`src/rtl/mux2_arb_pkg.sv`:
```
// mux2_arb_pkg: shared types for the two-requester
// select arbiter (FSM states, select encoding).
package mux2_arb_pkg;

  typedef enum logic [1:0] {
    IDLE    = 2'b00,
    GRANT_A = 2'b01,
    GRANT_B = 2'b10
  } arb_state_t;

  localparam logic SEL_A = 1'b0;
  localparam logic SEL_B = 1'b1;

endpackage

```
`src/rtl/mux2_bus.sv`:
```
// mux2_bus: WIDTH-bit 2:1 AND-OR select.
// Ports: a, b data in; s select (1 = b); y out.
module mux2_bus #(
  parameter int WIDTH = 8
) (
  input  logic [WIDTH-1:0] a,
  input  logic [WIDTH-1:0] b,
  input  logic             s,
  output logic [WIDTH-1:0] y
);

  assign y = (~{WIDTH{s}} & a)
           | ( {WIDTH{s}} & b);

endmodule

```
`src/rtl/mux2_rr_arbiter.sv`:
```
// mux2_rr_arbiter: round-robin A/B arbiter with bounded
// hold, driving a 2:1 select into a 1-entry output stage.
// Ports: clk, rst (async high); a_/b_ valid,data,ready
// requester side; y_ valid,data,ready consumer side;
// sel registered select (0 = A, 1 = B).
module mux2_rr_arbiter
  import mux2_arb_pkg::*;
#(
  parameter int WIDTH    = 8,
  parameter int MAX_HOLD = 4
) (
  input  logic             clk,
  input  logic             rst,
  input  logic             a_valid,
  input  logic [WIDTH-1:0] a_data,
  output logic             a_ready,
  input  logic             b_valid,
  input  logic [WIDTH-1:0] b_data,
  output logic             b_ready,
  output logic             y_valid,
  output logic [WIDTH-1:0] y_data,
  input  logic             y_ready,
  output logic             sel
);

  localparam int CW = $clog2(MAX_HOLD + 1);
  localparam logic [CW-1:0] HOLD_MAX = CW'(MAX_HOLD);

  arb_state_t    state;
  arb_state_t    state_nxt;
  logic          last;
  logic [CW-1:0] hold_cnt;
  logic [CW-1:0] hold_cnt_nxt;

  logic             out_free;
  logic             a_acc;
  logic             b_acc;
  logic             accept;
  logic             leave;
  logic [WIDTH-1:0] mux_y;

  assign out_free = !y_valid || y_ready;
  assign a_ready  = (state == GRANT_A) && out_free;
  assign b_ready  = (state == GRANT_B) && out_free;
  assign a_acc    = a_valid && a_ready;
  assign b_acc    = b_valid && b_ready;
  assign accept   = a_acc || b_acc;

  // Saturate so a lone requester can stream forever.
  assign hold_cnt_nxt =
    (accept && hold_cnt != HOLD_MAX)
      ? hold_cnt + CW'(1)
      : hold_cnt;

  mux2_bus #(
    .WIDTH (WIDTH)
  ) u_bus (
    .a (a_data),
    .b (b_data),
    .s (sel),
    .y (mux_y)
  );

  always_comb begin
    state_nxt = state;
    unique case (state)
      IDLE: begin
        unique case (1'b1)
          a_valid && b_valid:
            state_nxt = (last == SEL_B)
                      ? GRANT_A : GRANT_B;
          a_valid && !b_valid:
            state_nxt = GRANT_A;
          !a_valid && b_valid:
            state_nxt = GRANT_B;
          default:
            state_nxt = IDLE;
        endcase
      end
      GRANT_A: begin
        if (b_valid &&
            (hold_cnt_nxt == HOLD_MAX || !a_valid))
          state_nxt = GRANT_B;
        else if (!a_valid)
          state_nxt = IDLE;
      end
      GRANT_B: begin
        if (a_valid &&
            (hold_cnt_nxt == HOLD_MAX || !b_valid))
          state_nxt = GRANT_A;
        else if (!b_valid)
          state_nxt = IDLE;
      end
      default: state_nxt = IDLE;
    endcase
  end

  assign leave = (state != IDLE)
              && (state_nxt != state);

  always_ff @(posedge clk or posedge rst) begin
    if (rst) begin
      state    <= IDLE;
      sel      <= SEL_A;
      last     <= SEL_B;
      hold_cnt <= '0;
      y_valid  <= 1'b0;
      y_data   <= '0;
    end else begin
      state <= state_nxt;
      if (state_nxt == GRANT_A)
        sel <= SEL_A;
      else if (state_nxt == GRANT_B)
        sel <= SEL_B;
      if (leave) begin
        last     <= (state == GRANT_B)
                  ? SEL_B : SEL_A;
        hold_cnt <= '0;
      end else begin
        hold_cnt <= hold_cnt_nxt;
      end
      if (accept) begin
        y_data  <= mux_y;
        y_valid <= 1'b1;
      end else if (y_ready) begin
        y_valid <= 1'b0;
      end
    end
  end

endmodule

```
`config.mk`:
```
export PLATFORM = sky130hd
export DESIGN_NAME = mux2_rr_arbiter
export DESIGN_NICKNAME = d
export VERILOG_FILES = /design/src/rtl/mux2_arb_pkg.sv /design/src/rtl/mux2_bus.sv /design/src/rtl/mux2_rr_arbiter.sv
export SDC_FILE = /design/constraint.sdc
export NUM_CORES = 1
export LEC_CHECK = 0
export ABC_AREA = 1
export CORE_AREA = 2 2 60 62
export CTS_CLUSTER_SIZE = 8
export DETAILED_ROUTE_END_ITERATION = 7
export DIE_AREA = 0 0 62 64
export GPL_TIMING_DRIVEN = 0
export REMOVE_ABC_BUFFERS = 1
export SYNTH_ARGS = -nofsm -noshare
export SYNTH_HDL_FRONTEND = slang
export SYNTH_SLANG_ARGS = --single-unit
export TNS_END_PERCENT = 100
```
`constraint.sdc`:
```
create_clock -name clk -period 2.55 [get_ports clk]
set_clock_uncertainty 0.2 [all_clocks]
set_input_delay 0.255 -clock clk [delete_from_list [all_inputs] [get_ports clk]]
set_output_delay 0.255 -clock clk [all_outputs]
set_load 0.01 [all_outputs]
```
Word-level counts from Yosys, hierarchy flattened
Cells that the tools add are included.
Widths: inputs -> output; s select.
- bits in registers: 16
- input bits: 21
- logic and storage cells: 54
- $add $sub $neg: 1
- eq/ne operators: 7
- muxes and demuxes: 14
- bitwise operators: 4
- reduce and logical (&&, ||, !) cells: 22
- operator list (kind ; count):
    $and 8x8->8 ; 2
    $pmux 2 s3 ; 2
    $logic_and 1x1->1 ; 11
    $mux 2 ; 5
    $not 8->8 ; 1
    $or 8x8->8 ; 1
    $mux 3 ; 2
    $reduce_bool 2->1 ; 3
    $mux 1 ; 5
    $eq 2x1->1 const B ; 2
    $eq 2x2->1 const B ; 2
    $logic_or 1x1->1 ; 4
    $add 3x1->3 const B ; 1
    $eq 3x3->1 const B ; 1
    $logic_not 1->1 ; 3
    $ne 3x3->1 const B ; 1
    $logic_not 2->1 ; 1
    $ne 2x2->1 ; 1

Longest topological paths before layout
Gate-level depths: netlist (run 1).
- word-level depth: 15
- gate-level depth with buffers: 18

By module
Synthesis (run 1) repeated with hierarchy kept, for this count alone.
- cell total of the unflattened synthesis: 121
- area total of the unflattened synthesis: 962.2 um2
- by module, submodules not included (module ; instances ; cells each ; area each (um2)):
    mux2_rr_arbiter ; 1 ; 95 ; 857.1
    mux2_bus ; 1 ; 26 ; 105.1

Worst setup path before layout (run 1)
OpenSTA, ideal clock, no wires.
- kind: register to register
- from: register y_valid
- to: register sel
- library setup time: 126 ps
- arrival time: 1806 ps
- required time: 2224 ps
- slack: 418 ps
- cell stages (with the launch flop): 18
- buffers on the path: 1
- period minus slack after synthesis: 2132 ps
- cell sequence: dfrtp_1 > inv_1 > or2_1 > clkbuf_1 > nand3_2 > nand2_1 > nand2_1 > inv_1 > nand3_2 > nand2_1 > nand2_1 > inv_1 > nand3_1 > nand3_1 > inv_1 > ha_1 > nand2_1 > o21ai_0
- cells in the longest elaborated chain, start to end: 14
- elaborated cells between the ends (all ways): 21
- RTL lines (what ; RTL line ; source):
    start: declaration ; mux2_rr_arbiter.sv:20 ; output logic y_valid,
    start signal: assignment ; mux2_rr_arbiter.sv:107 ; y_valid <= 1'b0;
    start signal: assignment ; mux2_rr_arbiter.sv:124 ; y_valid <= 1'b1;
    start signal: assignment ; mux2_rr_arbiter.sv:126 ; y_valid <= 1'b0;
    $logic_not 1->1 (*) ; mux2_rr_arbiter.sv:42 ; assign out_free = !y_valid || y_ready;
    $logic_or 1x1->1 (*) ; mux2_rr_arbiter.sv:42 ;
    $logic_and 1x1->1 (on tied branches) ; mux2_rr_arbiter.sv:43, mux2_rr_arbiter.sv:44 ;
    $logic_and 1x1->1 (on tied branches) ; mux2_rr_arbiter.sv:45, mux2_rr_arbiter.sv:46 ;
    $logic_or 1x1->1 (*) ; mux2_rr_arbiter.sv:47 ; assign accept = a_acc || b_acc;
    $logic_and 1x1->1 (*) ; mux2_rr_arbiter.sv:51 ; (accept && hold_cnt != HOLD_MAX)
    $mux 3 (*) ; mux2_rr_arbiter.sv:52 ; ? hold_cnt + CW'(1)
    $eq 3x3->1 (*) ; mux2_rr_arbiter.sv:82, mux2_rr_arbiter.sv:89 ;
    $logic_or 1x1->1 (on tied branches) ; mux2_rr_arbiter.sv:89, mux2_rr_arbiter.sv:82 ;
    $logic_and 1x1->1 (on tied branches) ; mux2_rr_arbiter.sv:88, mux2_rr_arbiter.sv:81 ;
    $mux 2 (on tied branches) ; mux2_rr_arbiter.sv:88, mux2_rr_arbiter.sv:81 ;
    $pmux 2 s3 (*) ; mux2_rr_arbiter.sv:66 ; unique case (state)
    net state_nxt[1] ; mux2_rr_arbiter.sv:30 ; arb_state_t state_nxt;
    $eq 2x1->1 / $eq 2x2->1 (equally long branches) ; mux2_rr_arbiter.sv:111, mux2_rr_arbiter.sv:113 ;
    $mux 1 / $reduce_bool 2->1 (equally long branches) ; n/a ;
    end signal: assignment ; mux2_rr_arbiter.sv:104 ; sel <= SEL_A;
    end signal: assignment ; mux2_rr_arbiter.sv:112 ; sel <= SEL_A;
    end signal: assignment ; mux2_rr_arbiter.sv:114 ; sel <= SEL_B;
    end: declaration ; mux2_rr_arbiter.sv:23 ; output logic sel
The timed path passes the listed nets; every way through them passes the cells marked *.
A chain may end at the register's enable or synchronous reset.

Worst setup path in the final report (run 1)
- from: register state[0]
- to: register sel
- cells in the longest elaborated chain, start to end: 13
- elaborated cells between the ends (all ways): 24
- RTL lines (what ; RTL line ; source):
    start: declaration ; mux2_rr_arbiter.sv:29 ; arb_state_t state;
    start signal: assignment ; mux2_rr_arbiter.sv:110 ; state <= state_nxt;
    $eq 2x1->1 / $eq 2x2->1 (equally long branches) ; mux2_rr_arbiter.sv:43, mux2_rr_arbiter.sv:66, mux2_rr_arbiter.sv:44 ;
    $logic_and 1x1->1 (on tied branches) ; mux2_rr_arbiter.sv:43, mux2_rr_arbiter.sv:44 ;
    $logic_and 1x1->1 (on tied branches) ; mux2_rr_arbiter.sv:45, mux2_rr_arbiter.sv:46 ;
    $logic_or 1x1->1 ; mux2_rr_arbiter.sv:47 ;
    $logic_and 1x1->1 ; mux2_rr_arbiter.sv:51 ;
    $mux 3 ; mux2_rr_arbiter.sv:52 ;
    $eq 3x3->1 ; mux2_rr_arbiter.sv:82, mux2_rr_arbiter.sv:89 ;
    $logic_or 1x1->1 (on tied branches) ; mux2_rr_arbiter.sv:89, mux2_rr_arbiter.sv:82 ;
    $logic_and 1x1->1 (on tied branches) ; mux2_rr_arbiter.sv:88, mux2_rr_arbiter.sv:81 ;
    $mux 2 (on tied branches) ; mux2_rr_arbiter.sv:88, mux2_rr_arbiter.sv:81 ;
    $pmux 2 s3 (*) ; mux2_rr_arbiter.sv:66 ;
    net state_nxt[1] ; mux2_rr_arbiter.sv:30 ;
    $eq 2x1->1 / $eq 2x2->1 (equally long branches) ; mux2_rr_arbiter.sv:111, mux2_rr_arbiter.sv:113 ;
    $mux 1 / $reduce_bool 2->1 (equally long branches) ; n/a ;
Marked as above.

==> results.txt, run 1 <==
Among all stages on the critical path, the largest delay is contributed by dfrtp_2. Counting instances in the post-synthesis netlist gives the leading cell types as nand2_1 (37), inv_1 (23), o21ai_0 (17). The tools report the endpoint kind of the worst setup timing path as a flop. The total of buffers placed on input and output ports is 32.

The cell family contributing the most delay on the critical path was simple AND/OR/NAND/NOR gates. The count of warnings emitted by yosys is 0, and the critical path's largest stage delay is 0.46 ns. The average vias per placed instance is 4.40, and the overall die width is 62 µm. The fraction of final layout cells with drive strength greater than 1 works out to 12.5%.

The tools report the combinational power share as 54.2%. For this run, design rule violations remaining after detail routing come to 0. The total of max-cap violations is 0, and the power per cell area is 982 nW/µm². The pin slew with the least headroom to its limit was 0.593 ns.

The core outline area was 3280 µm²; the final net count was 193. Once the floorplan was initialized, standard cells occupied 29.2% of the core. The height of the die is 64 µm, and the number of top-level pins is 33.

Source of the worst register-to-register timing path: state[0]. For the upper clock frequency limit, the log shows 0.428 GHz. The run gives 10.0% as the portion of total power attributed to the clock network. TritonCTS built the clock tree. After layout, the worst path uses 91.6% of the clock period. The antenna cell count is 0.

Setup violations remaining at the end of the flow were counted as 0. The run gives 60.4% as the worst max-slew margin expressed relative to the limit. Clock-pin slew was measured on the worst setup and hold paths at 0.09 ns. From synthesis to final layout, the design area changed by 44.0%. The run gives 3970 µm² as the die area. STA classifies the critical path startpoint as a flop. Internal power comes to 0.802 mW. In this run the worst path has a maximum fanout of 6.

The classification of the worst setup path is flop to flop. Static leakage: 0.700 nW. The most repeated library cell on the critical path is nand2_1. The most frequent cell after synthesis was nand2_1. The synthesized area divided by synthesized cell count was 7.21 µm²; the final total power was 1.35 mW. The register share of total power is 35.7%, and the total vias in the final route is 941. The path class of the tightest hold or removal check is primary input to async pin. Global routing finished with a remaining overflow of 0. The logs give 0 for the final-report hold violation count and 2.52 ns for the worst path required time.

Clock tree synthesis inserted a total of 3 buffers. The run finished with clean final reports. Number of synthesized flops with an enable pin: 0.

The floorplan has 21 rows. For the worst setup path, the data arrival time is 2.31 ns. The initial antenna violation count is 0, and the half-perimeter wire length after detailed placement is 1660 µm. Total of flip-flops plus latches after synthesis: 16. At the later pin of the worst-skew pair, clock insertion delay measures 0.28 ns. The detailed router finished its first iteration with 27 violations. In this run the critical register-to-register path is captured at sel.

The setup slack on the worst flop-to-flop path is 0.22 ns, and the clock period minus final worst setup slack is 2.33 ns. Entering global routing, the biggest net connects 19 pins. The count of H-tree levels built during CTS came out at 1. The critical path goes through inv_1 > nand3_1 > nand2_2 > nand3_2 > nand2_1 > nand2_1 > inv_1 > nand3_2 > nand2_1 > nand2_1 > inv_1 > nand3_1 > nand3_1 > inv_1 > ha_1 > nand2_1 > o21ai_0. Global routing consumed, over all layers together, 11.7% of the routing resources. The tools report the maximum clock path buffer count as 2. Summing every instance area after synthesis gives 958 µm². The run gives 20 as the unique cell type count in the Yosys netlist. The detailed-route wire length came out at 2110 µm. For this design the total switching power over the nets is 0.553 mW.

Root buffer selected by CTS: clkbuf_4. For the final-report max-slew violation count, the log shows 0. The flip-flop cell with the highest count after synthesis was dfrtp_1. The first global-routing pass estimated 3490 µm of wire. In the final routed layout, each cell accounts on average for 9.86 µm. The fraction of post-synthesis cell area in the top cell type by area is 39.2%.

The depth of the worst register-to-register path was 17. Summed over all failing endpoints, the final setup total negative slack is 0 ns. OpenSTA, run right after detailed placement, puts the worst setup slack at -0.159 ns.

For the gate count of the mapped netlist, the log shows 133. Routability-driven placement finished with a final weighted congestion of 0.874. Clock tree synthesis found a total of 16 sinks. In this run switching power makes up 40.8% of total power. After clock tree synthesis, the flow added hold-fix buffers numbering 0. The tools report the number of detailed-route iterations in the first pass as 4.

By area the synthesized netlist is led by dfrtp_1 (39%), nand2_1 (14%), inv_1 (9.0%), o21ai_0 (8.9%), ha_1 (3.9%). Across all setup checks in the final design, the least slack found is 0.215 ns. The number of buffers and inverters on the critical path works out to 4.

For the antenna violation net count after detailed routing, the log shows 0. The biggest area contributor in the post-synthesis netlist is dfrtp_1. Part of the Yosys area used for sequential elements: 41.9%. The tools report the worst IR drop on VDD as 0.000389 V.

Number of global-route vias before repair: 871. For this run, asynchronously set or reset flops after synthesis account for 100%.
## how the worst max path moves through the flow
stage	start	to	slack, ns	depth (start not counted)
after floorplan	state[1]	sel	0.45	17
after global placement	a_valid	sel	-0.09	14
after detailed placement	a_valid	sel	-0.16	17
after CTS	state[1]	sel	0.15	17
after global routing	state[0]	sel	-0.004	17
final	state[0]	sel	0.22	17
## sequential cells by signal (all words and copies together), names as in the netlist
name / cells
y_data: 8
hold_cnt: 3
state: 2
last: 1
sel: 1
y_valid: 1
## cell families after synthesis
group | share of synthesized area, %
AOI/OAI and AO/OA | 12.7
adders and majority gates | 3.92
buffers and inverters | 11.7
DFF | 41.9
and+or+nand+nor | 29.8
## cell usage in the layout (no fill, tap or decap), types with 2 or more instances in the layout
cell,n
dlymetal6s2s_1,2
nand3_2,2
nor2_1,8
ha_1,3
nand2_2,6
o21ai_0,17
clkdlybuf4s50_1,30
nand4_1,3
clkbuf_4,3
buf_4,4
dfrtp_2,2
inv_1,23
nand2_1,36
nand3_1,7
dfrtp_1,13
## layer usage
| layer | wire length, µm | vias up | global-route usage (%) | share of wire (%) |
|---|---|---|---|---|
| met4 | 27 | 0 | 3.99 | 1.3 |
| met5 | 0 | - | 0 | 0 |
| met1 | 851 | 435 | 11.6 | 40 |
| met2 | 1160 | 19 | 22.1 | 55 |
| li1 | - | 485 | - | - |
| met3 | 71 | 2 | 2.83 | 3.4 |
## worst register-to-register path: stages, from the launching register on
cell	delay, ns
dfrtp_2	0.46
inv_1	0.12
nand3_1	0.09
nand2_2	0.14
nand3_2	0.10
nand2_1	0.08
nand2_1	0.07
inv_1	0.07
nand3_2	0.06
nand2_1	0.06
nand2_1	0.07
inv_1	0.09
nand3_1	0.07
nand3_1	0.09
inv_1	0.05
ha_1	0.28
nand2_1	0.06
o21ai_0	0.07
## layout make-up
type | instances | area (µm²)
clock buffer | 4 | 26.3
sequential | 16 | 404
multi-input combinational | 88 | 447
tap | 46 | 57.6
timing repair buffer | 36 | 355
fill | 349 | 1900
inverter | 24 | 90.1
## metrics by stage
| step | area (µm²) | cells | utilization, % | hold slack [ns] |
|---|---|---|---|---|
| 2_1_floorplan | 936 | 128 | - | -0.0320 |
| 3_3_place_gp | 1310 | 206 | 40.0 | 0.267 |
| 3_5_place_dp | 1310 | 206 | 40.0 | 0.274 |
| 4_1_cts | 1340 | 210 | 40.8 | 0.143 |
| 5_1_grt | 1380 | 214 | 42.0 | 0.190 |
| 6_report | 1380 | 214 | 42.0 | 0.126 |
## power groups by stage
stage          registers (mW)  logic, mW  clock network (mW)
6_report                0.484      0.735               0.136
5_1_grt                 0.502      0.838               0.153
4_1_cts                 0.487      0.701               0.144
3_5_place_dp            0.492      0.698                   0
3_3_place_gp            0.486      0.677                   0
2_1_floorplan           0.505      0.371                   0
## repair_timing
action                     in CTS  in global routing
gates resized for setup         0                  5
setup endpoints to repair       0                  1
setup buffers                   0                  4
hold endpoints to repair        0                  0
(Power assumes the default switching activity.)
==> run 2, diff against run 1 <==
- CTS_BUF_LIST: default -> sky130_fd_sc_hd__clkbuf_8
- CTS_CLUSTER_DIAMETER: default -> 120
==> run 2 against run 1 <==
Effect of this change:
- clock power grew 39%
- global-route usage is essentially flat
- first-iteration DRC count grew 19%
- register-to-register slack about the same
- non-clock buffer count decreased by 1
- routed wire length is essentially flat
- die area is the same
- critical path depth did not move
==> results.txt, run 2 (synthesized netlist as in run 1, its figures left out) <==
The run finished with clean final reports. The root buffer selected by CTS is clkbuf_8. The highest fanout seen on the critical path was 7 (+1). The final worst-path cycle share was 91.4% (-0.19 points).

In this run the critical register-to-register path is launched from state[1]. Setup repair after global routing left no endpoint under its margin. The run gives 938 (-0.32%) as the total vias in the final route. The most flop-heavy register was y_data.

The global-route wire length before repair was 3500 µm (+0.20%). The starting density of the core came out at 29.2% (unchanged). The tools report the overflow left after global routing as 0 (unchanged). For the worst IR drop on VDD, the log shows 0.000525 V (+35%). The tools report the antenna violation net count after detailed routing as 0 (unchanged). The die area was 3970 µm² (unchanged). The TritonCTS buffer count was 3 (unchanged). The tools report the final-report max-slew violation count as 0 (unchanged). TritonCTS built the clock tree.

The latest clock arrival within the worst-skew pair was 0.25 ns (-0.03 ns). The average vias per placed instance came out at 4.40 (+0.15%). The worst setup path is captured at a flop.

The final net count came out at 192 (-0.52%). For the number of global-route vias before repair, the log shows 871 (unchanged). The count of H-tree levels built during CTS is 1 (unchanged).

The worst max-slew margin expressed relative to the limit was 60.4% (about the same); the worst slack at placement was -0.159 ns (unchanged). The pin slew with the least headroom to its limit is 0.594 ns (+0.000850 ns), and the number of endpoints failing setup at the final stage is 0 (unchanged). Power per cell area: 1010 nW/µm² (+2.7%). For the upper clock frequency limit, the log shows 0.429 GHz (+0.21%). The remaining design rule violation count is 0 (unchanged).

In the layout the commonest cells are nand2_1 (36), clkdlybuf4s50_1 (30), inv_1 (23). The logs give 33 (unchanged) for the number of top-level pins and 2 (unchanged) for the maximum clock path buffer count. The final total power is 1.40 mW (+3.5%). The tools report the element type at the critical path start as a flop. The starting DRC count in detailed routing is 32 (+19%).

The logs give 19 (unchanged) for the maximum number of pins on one net before global-route repair and 21 (unchanged) for the number of standard-cell rows in the floorplan. Kind of path behind the tightest hold check: primary input to async pin. For the core outline area, the log shows 3280 µm² (unchanged). The final setup slack of the worst path is 0.220 ns (+0.00492 ns). Overall die width: 62 µm (unchanged). The logs give 0.22 ns (about the same) for the setup slack on the worst flop-to-flop path and 2.26 ns (-0.05 ns) for the worst path arrival time. The depth of the worst register-to-register path came out at 17 (unchanged). The logs give 2110 µm (about the same) for the detailed-route wire length and 11.7% (+0.040 points) for the global-route total usage across every layer. The initial antenna violation count is 0 (unchanged), and the clock period minus final worst setup slack is 2.33 ns (-0.00492 ns). For the half-perimeter wire length after detailed placement, the log shows 1660 µm (unchanged). The final weighted congestion in routability-driven placement came out at 0.874 (unchanged). The number of flip-flops under the largest register name was 8 (unchanged); the total clock sinks was 16 (unchanged).

The fraction of final layout cells with drive strength greater than 1 was 12.6% (+0.075 points); the final-report hold violation count was 0 (unchanged). The total of buffers placed on input and output ports came out at 32 (unchanged). The height of the die is 64 µm (unchanged), and the static leakage is 0.706 nW (+0.90%). The routed wire length per instance is 9.91 µm (+0.56%), and the total of max-cap violations is 0 (unchanged).

For the number of detailed-route iterations in the first pass, the log shows 4 (unchanged). The worst register-to-register path ends at sel. The antenna cell count is 0 (unchanged), and the clock transition at the register clock pins on the worst setup and hold paths after CTS is 0.06 ns (-0.03 ns). The largest registers in the layout are y_data x8, hold_cnt x3, state x2. Post-synthesis to final-layout area growth: 45.2%. Leaving out fill and tap cells, the most frequent cell in the layout is nand2_1. The classification of the worst setup path is flop to flop. Worst path required time: 2.48 ns (-0.04 ns).
-- run 2: changes by cell type in the layout (fill, tap and decap cells not counted) --
cell / change
clkbuf_8: +3
clkbuf_4: -3
inv_2: +1
buf_4: -1
clkbuf_1: -1
-- run 2: layer usage --
layer  global-route usage, %  vias up  part of all wire (%)
li1                        -      482                     -
met1                    11.7      436                    40
met2                    22.1       18                    55
met3                    3.44        2                   4.3
met4                    3.19        0                   1.3
met5                       0        -                     0
-- run 2: cell type report --
type                    count  area, µm²
clock buffers               3       41.3
clock inverters             1       3.75
fillers                   347       1890
inverters                  24       90.1
multi-input cells          88        447
flip-flops and latches     16        404
well taps                  46       57.6
repair buffers             35        348
-- run 2: power by group --
part	internal [mW]	total (mW)	switching [mW]	leakage, nW
Sequential	0.375	0.489	0.114	0.196
Clock	0.107	0.189	0.0829	0.0269
Combinational	0.360	0.724	0.364	0.483
Total	0.841	1.40	0.561	0.706
-- run 2: critical path, stage by stage, from the launching register on --
cell,delay [ns]
dfrtp_2,0.45
inv_2,0.08
nand3_1,0.11
nand2_2,0.15
nand3_2,0.10
nand2_1,0.08
nand2_1,0.07
inv_1,0.07
nand3_2,0.06
nand2_1,0.06
nand2_1,0.07
inv_1,0.09
nand3_1,0.07
nand3_1,0.09
inv_1,0.05
ha_1,0.28
nand2_1,0.06
o21ai_0,0.07
-- run 2: worst max path at each step --
stage | end | slack (ns) | startpoint
2_1_floorplan | sel | 0.45 | state[1]
3_3_place_gp | sel | -0.09 | a_valid
3_5_place_dp | sel | -0.16 | a_valid
4_1_cts | sel | 0.10 | a_valid
5_1_grt | sel | 0.02 | state[1]
6_report | sel | 0.22 | state[1]
-- run 2: timing repair --
| item | 4_1_cts | 5_1_grt |
|---|---|---|
| resized for setup | 0 | 6 |
| hold buffers | 0 | 0 |
| setup endpoints to repair | 0 | 1 |
| setup buffers | 0 | 3 |
-- run 2: stage by stage --
stage	TNS (ns)	area (µm²)	utilization (%)	hold slack (ns)	cells
floorplan	0	936	-	-0.0320	128
global placement	-0.0914	1310	40.0	0.267	206
detailed placement	-0.159	1310	40.0	0.274	206
CTS	0	1360	41.4	0.191	210
global route	0	1390	42.4	0.242	213
finish	0	1390	42.4	0.169	213
==> run 3, diff against run 2 <==
- clock period: 2.55 -> 2.2 ns (I/O delays scaled with it)
==> run 3 against run 2 <==
Effect of this change:
- the flow now finishes with violations (negative setup slack)
- worst setup slack worse by 0.23 ns
- routed wire length grew 12%
- sequential power increased by 15%
- hold slack got worse by 0.036 ns
- highest routed layer unchanged
==> results.txt, run 3 (synthesized netlist as in run 1, its figures left out) <==
Total vias in the final route: 1004 (+7.0%). The logs give 3280 µm² (unchanged) for the core outline area and 0.000606 V (+15%) for the worst IR drop on VDD. Register share of total power: 30.6% (-4.3 points). The element type at the critical path start is a flop. The placement-stage cell area was 1310 µm² (unchanged). The run finished, with violations left. The number of buffers and inverters on the critical path is 2 (-2). The number of endpoints failing setup at the final stage is 1 (+1), and the number of global-route vias before repair is 1002 (+15%). TritonCTS built the clock tree. The tools report the number of top-level pins as 33 (unchanged). The run gives 0 (unchanged) as the overflow left after global routing.

The overall die width was 62 µm (unchanged); the worst path required time was 2.14 ns (-0.34 ns). For the final setup slack of the worst path, the log shows -0.00491 ns (-0.225 ns). The run gives 13.2% (+1.4 points) as the global-route total usage across every layer. The tools report the final net count as 203 (+5.7%). The library cells used most frequently in the layout, excluding fill and tap cells, are nand2_1 (35), clkdlybuf4s50_1 (29), inv_1 (20). The net switching share of the total power works out to 39.9% (-0.15 points). The net switching power of the design came out at 0.730 mW (+30%).

The clock transition at the register clock pins on the worst setup and hold paths after CTS was 0.06 ns (about the same). The antenna cell count is 0 (unchanged), and the area of all placed cells without fillers is 1530 µm² (+9.8%). The worst setup path is captured at a flop. The classification of the worst setup path is flop to flop.

The run gives 0 (unchanged) as the total of max-cap violations. Ranked by flip-flop count, first place goes to y_data. The min-delay analysis places its worst path in the category primary input to async pin. The half-perimeter wire length after detailed placement came out at 1660 µm (unchanged). The final-report max-slew violation count was 0 (unchanged). The total of buffers placed on input and output ports is 32 (unchanged). The final reports fail on negative setup slack. For the antenna violation net count after detailed routing, the log shows 0 (unchanged). The run gives -0.00491 ns (-0.00491 ns) as the accumulated negative setup slack. The worst path arrival time was 2.15 ns (-0.11 ns); the final worst-path cycle share was 100% (+8.9 points). Portion of total power attributed to the clock network: 12.2% (-1.3 points). The number of standard-cell rows in the floorplan is 21 (unchanged), and the number of detailed-route iterations in the first pass is 4 (unchanged). The logs give 16 (unchanged) for the total clock sinks and 13 (-59%) for the starting DRC count in detailed routing.

The fraction of final layout cells with drive strength greater than 1 came out at 24.7% (+12 points). For the latest clock arrival within the worst-skew pair, the log shows 0.25 ns (about the same). The maximum clock path buffer count is 2 (unchanged), and the remaining design rule violation count is 0 (unchanged). The power per cell area was 1200 nW/µm² (+19%).

The largest registers in the layout are y_data x8, hold_cnt x3, state x2. The final weighted congestion in routability-driven placement was 0.874 (unchanged). The worst slack at placement was -0.474 ns (-0.315 ns); the worst max-slew margin expressed relative to the limit was 60.1% (-0.24 points).

The critical path's largest stage delay is 0.45 ns (about the same), and the count of H-tree levels built during CTS is 1 (unchanged). The run gives 19 (unchanged) as the maximum number of pins on one net before global-route repair. The area growth from synthesis to layout is 59.4%. The static leakage is 0.767 nW (+8.6%), and the clock period minus final worst setup slack is 2.20 ns (-0.125 ns). Setup repair after global routing could not meet its margin everywhere. Die area: 3970 µm² (unchanged). The highest fanout seen on the critical path was 5 (-2); the starting density of the core was 29.2% (unchanged). The most repeated library cell on the critical path was nand2_1. The critical path goes through inv_2 > nand3_2 > nand2_4 > nand3_2 > nand2_1 > nand2_1 > inv_1 > nand3_2 > nand2_1 > nand2_2 > o221ai_2 > ha_4 > nand2_1 > o21ai_1.

Final-report hold violation count: 0 (unchanged). The cell family contributing the most delay on the critical path was simple AND/OR/NAND/NOR gates. The pin slew with the least headroom to its limit is 0.598 ns (+0.00364 ns), and the height of the die is 64 µm (unchanged). The number of flip-flops under the largest register name is 8 (unchanged), and the detailed-route wire length is 2370 µm (+12%).

The leading cell type in the layout, fill and taps excluded is nand2_1. The logs give 0.133 ns (-0.0361 ns) for the hold slack and 3 (unchanged) for the TritonCTS buffer count. The initial antenna violation count is 0 (unchanged), and the combinational power share is 57.2% (+5.6 points).

The routed wire length per instance works out to 10.6 µm (+6.9%). The root buffer selected by CTS was clkbuf_8. The average vias per placed instance was 4.48 (+1.8%); the internal power summed over all cells was 1.10 mW (+31%). The cell with the biggest individual delay on the critical path is dfrtp_2. The upper clock frequency limit was 0.454 GHz (+5.7%); the global-route wire length before repair was 3930 µm (+12%).
==> run 3: cell types whose count changed in the layout (fill, tap and decap cells not counted), sizes merged <==
cell | before | now
clkdlybuf4s50 | 30 | 29
buf | 3 | 14
dlymetal6s2s | 2 | 1
dlygate4sd2 | 0 | 2
==> run 3: power by group through the flow <==
stage | Clock, mW | Sequential, mW | Combinational (mW)
floorplan | 0 | 0.585 | 0.430
finish | 0.223 | 0.561 | 1.05
global placement | 0 | 0.563 | 0.785
CTS | 0.228 | 0.559 | 1.01
detailed placement | 0 | 0.571 | 0.809
global route | 0.242 | 0.579 | 1.18
==> run 3: timing repair <==
action / in CTS / in global routing
pin swaps: 5 / 3
endpoints found under the setup margin: 1 / 2
hold endpoints to repair: 0 / 0
setup buffers: 12 / 2
hold buffers: 0 / 0
resized for setup: 20 / 2
==> run 3: layer usage <==
metal / part of all wire, % / vias up / GRT usage (%)
met5: 0 / - / 0
li1: - / 504 / -
met1: 36 / 468 / 12.1
met3: 4.8 / 6 / 3.44
met4: 2.6 / 0 / 5.59
met2: 57 / 26 / 25.3
==> run 3: worst paths after layout <==
check | start | endpoint | slack (ns) | cells past startpoint
worst min-delay path | rst | y_data[0] | 0.13 | 2
min in group clk | y_data[2] | y_data[2] | 0.28 | 2
worst min register to register | y_data[2] | y_data[2] | 0.28 | 2
worst max register to register | state[0] | sel | -0.005 | 14
worst max-delay path | state[0] | sel | -0.005 | 14
max in group asynchronous | rst | state[0] | 1.24 | 2
==> run 3: final cells by class <==
| cell class | count | area, µm² |
|---|---|---|
| clock buffer | 3 | 41.3 |
| clock inverter | 1 | 3.75 |
| fill | 341 | 1760 |
| inverter | 24 | 90.1 |
| multi-input combinational | 88 | 505 |
| sequential | 16 | 404 |
| tap | 46 | 57.6 |
| timing repair buffer | 46 | 425 |
==> run 3: per-stage QoR <==
stage	instances	power (mW)	utilization, %
global route	224	2.00	46.5
finish	224	1.83	46.5
CTS	222	1.80	45.6
detailed placement	206	1.38	40.0
floorplan	128	1.02	-
global placement	206	1.35	40.0
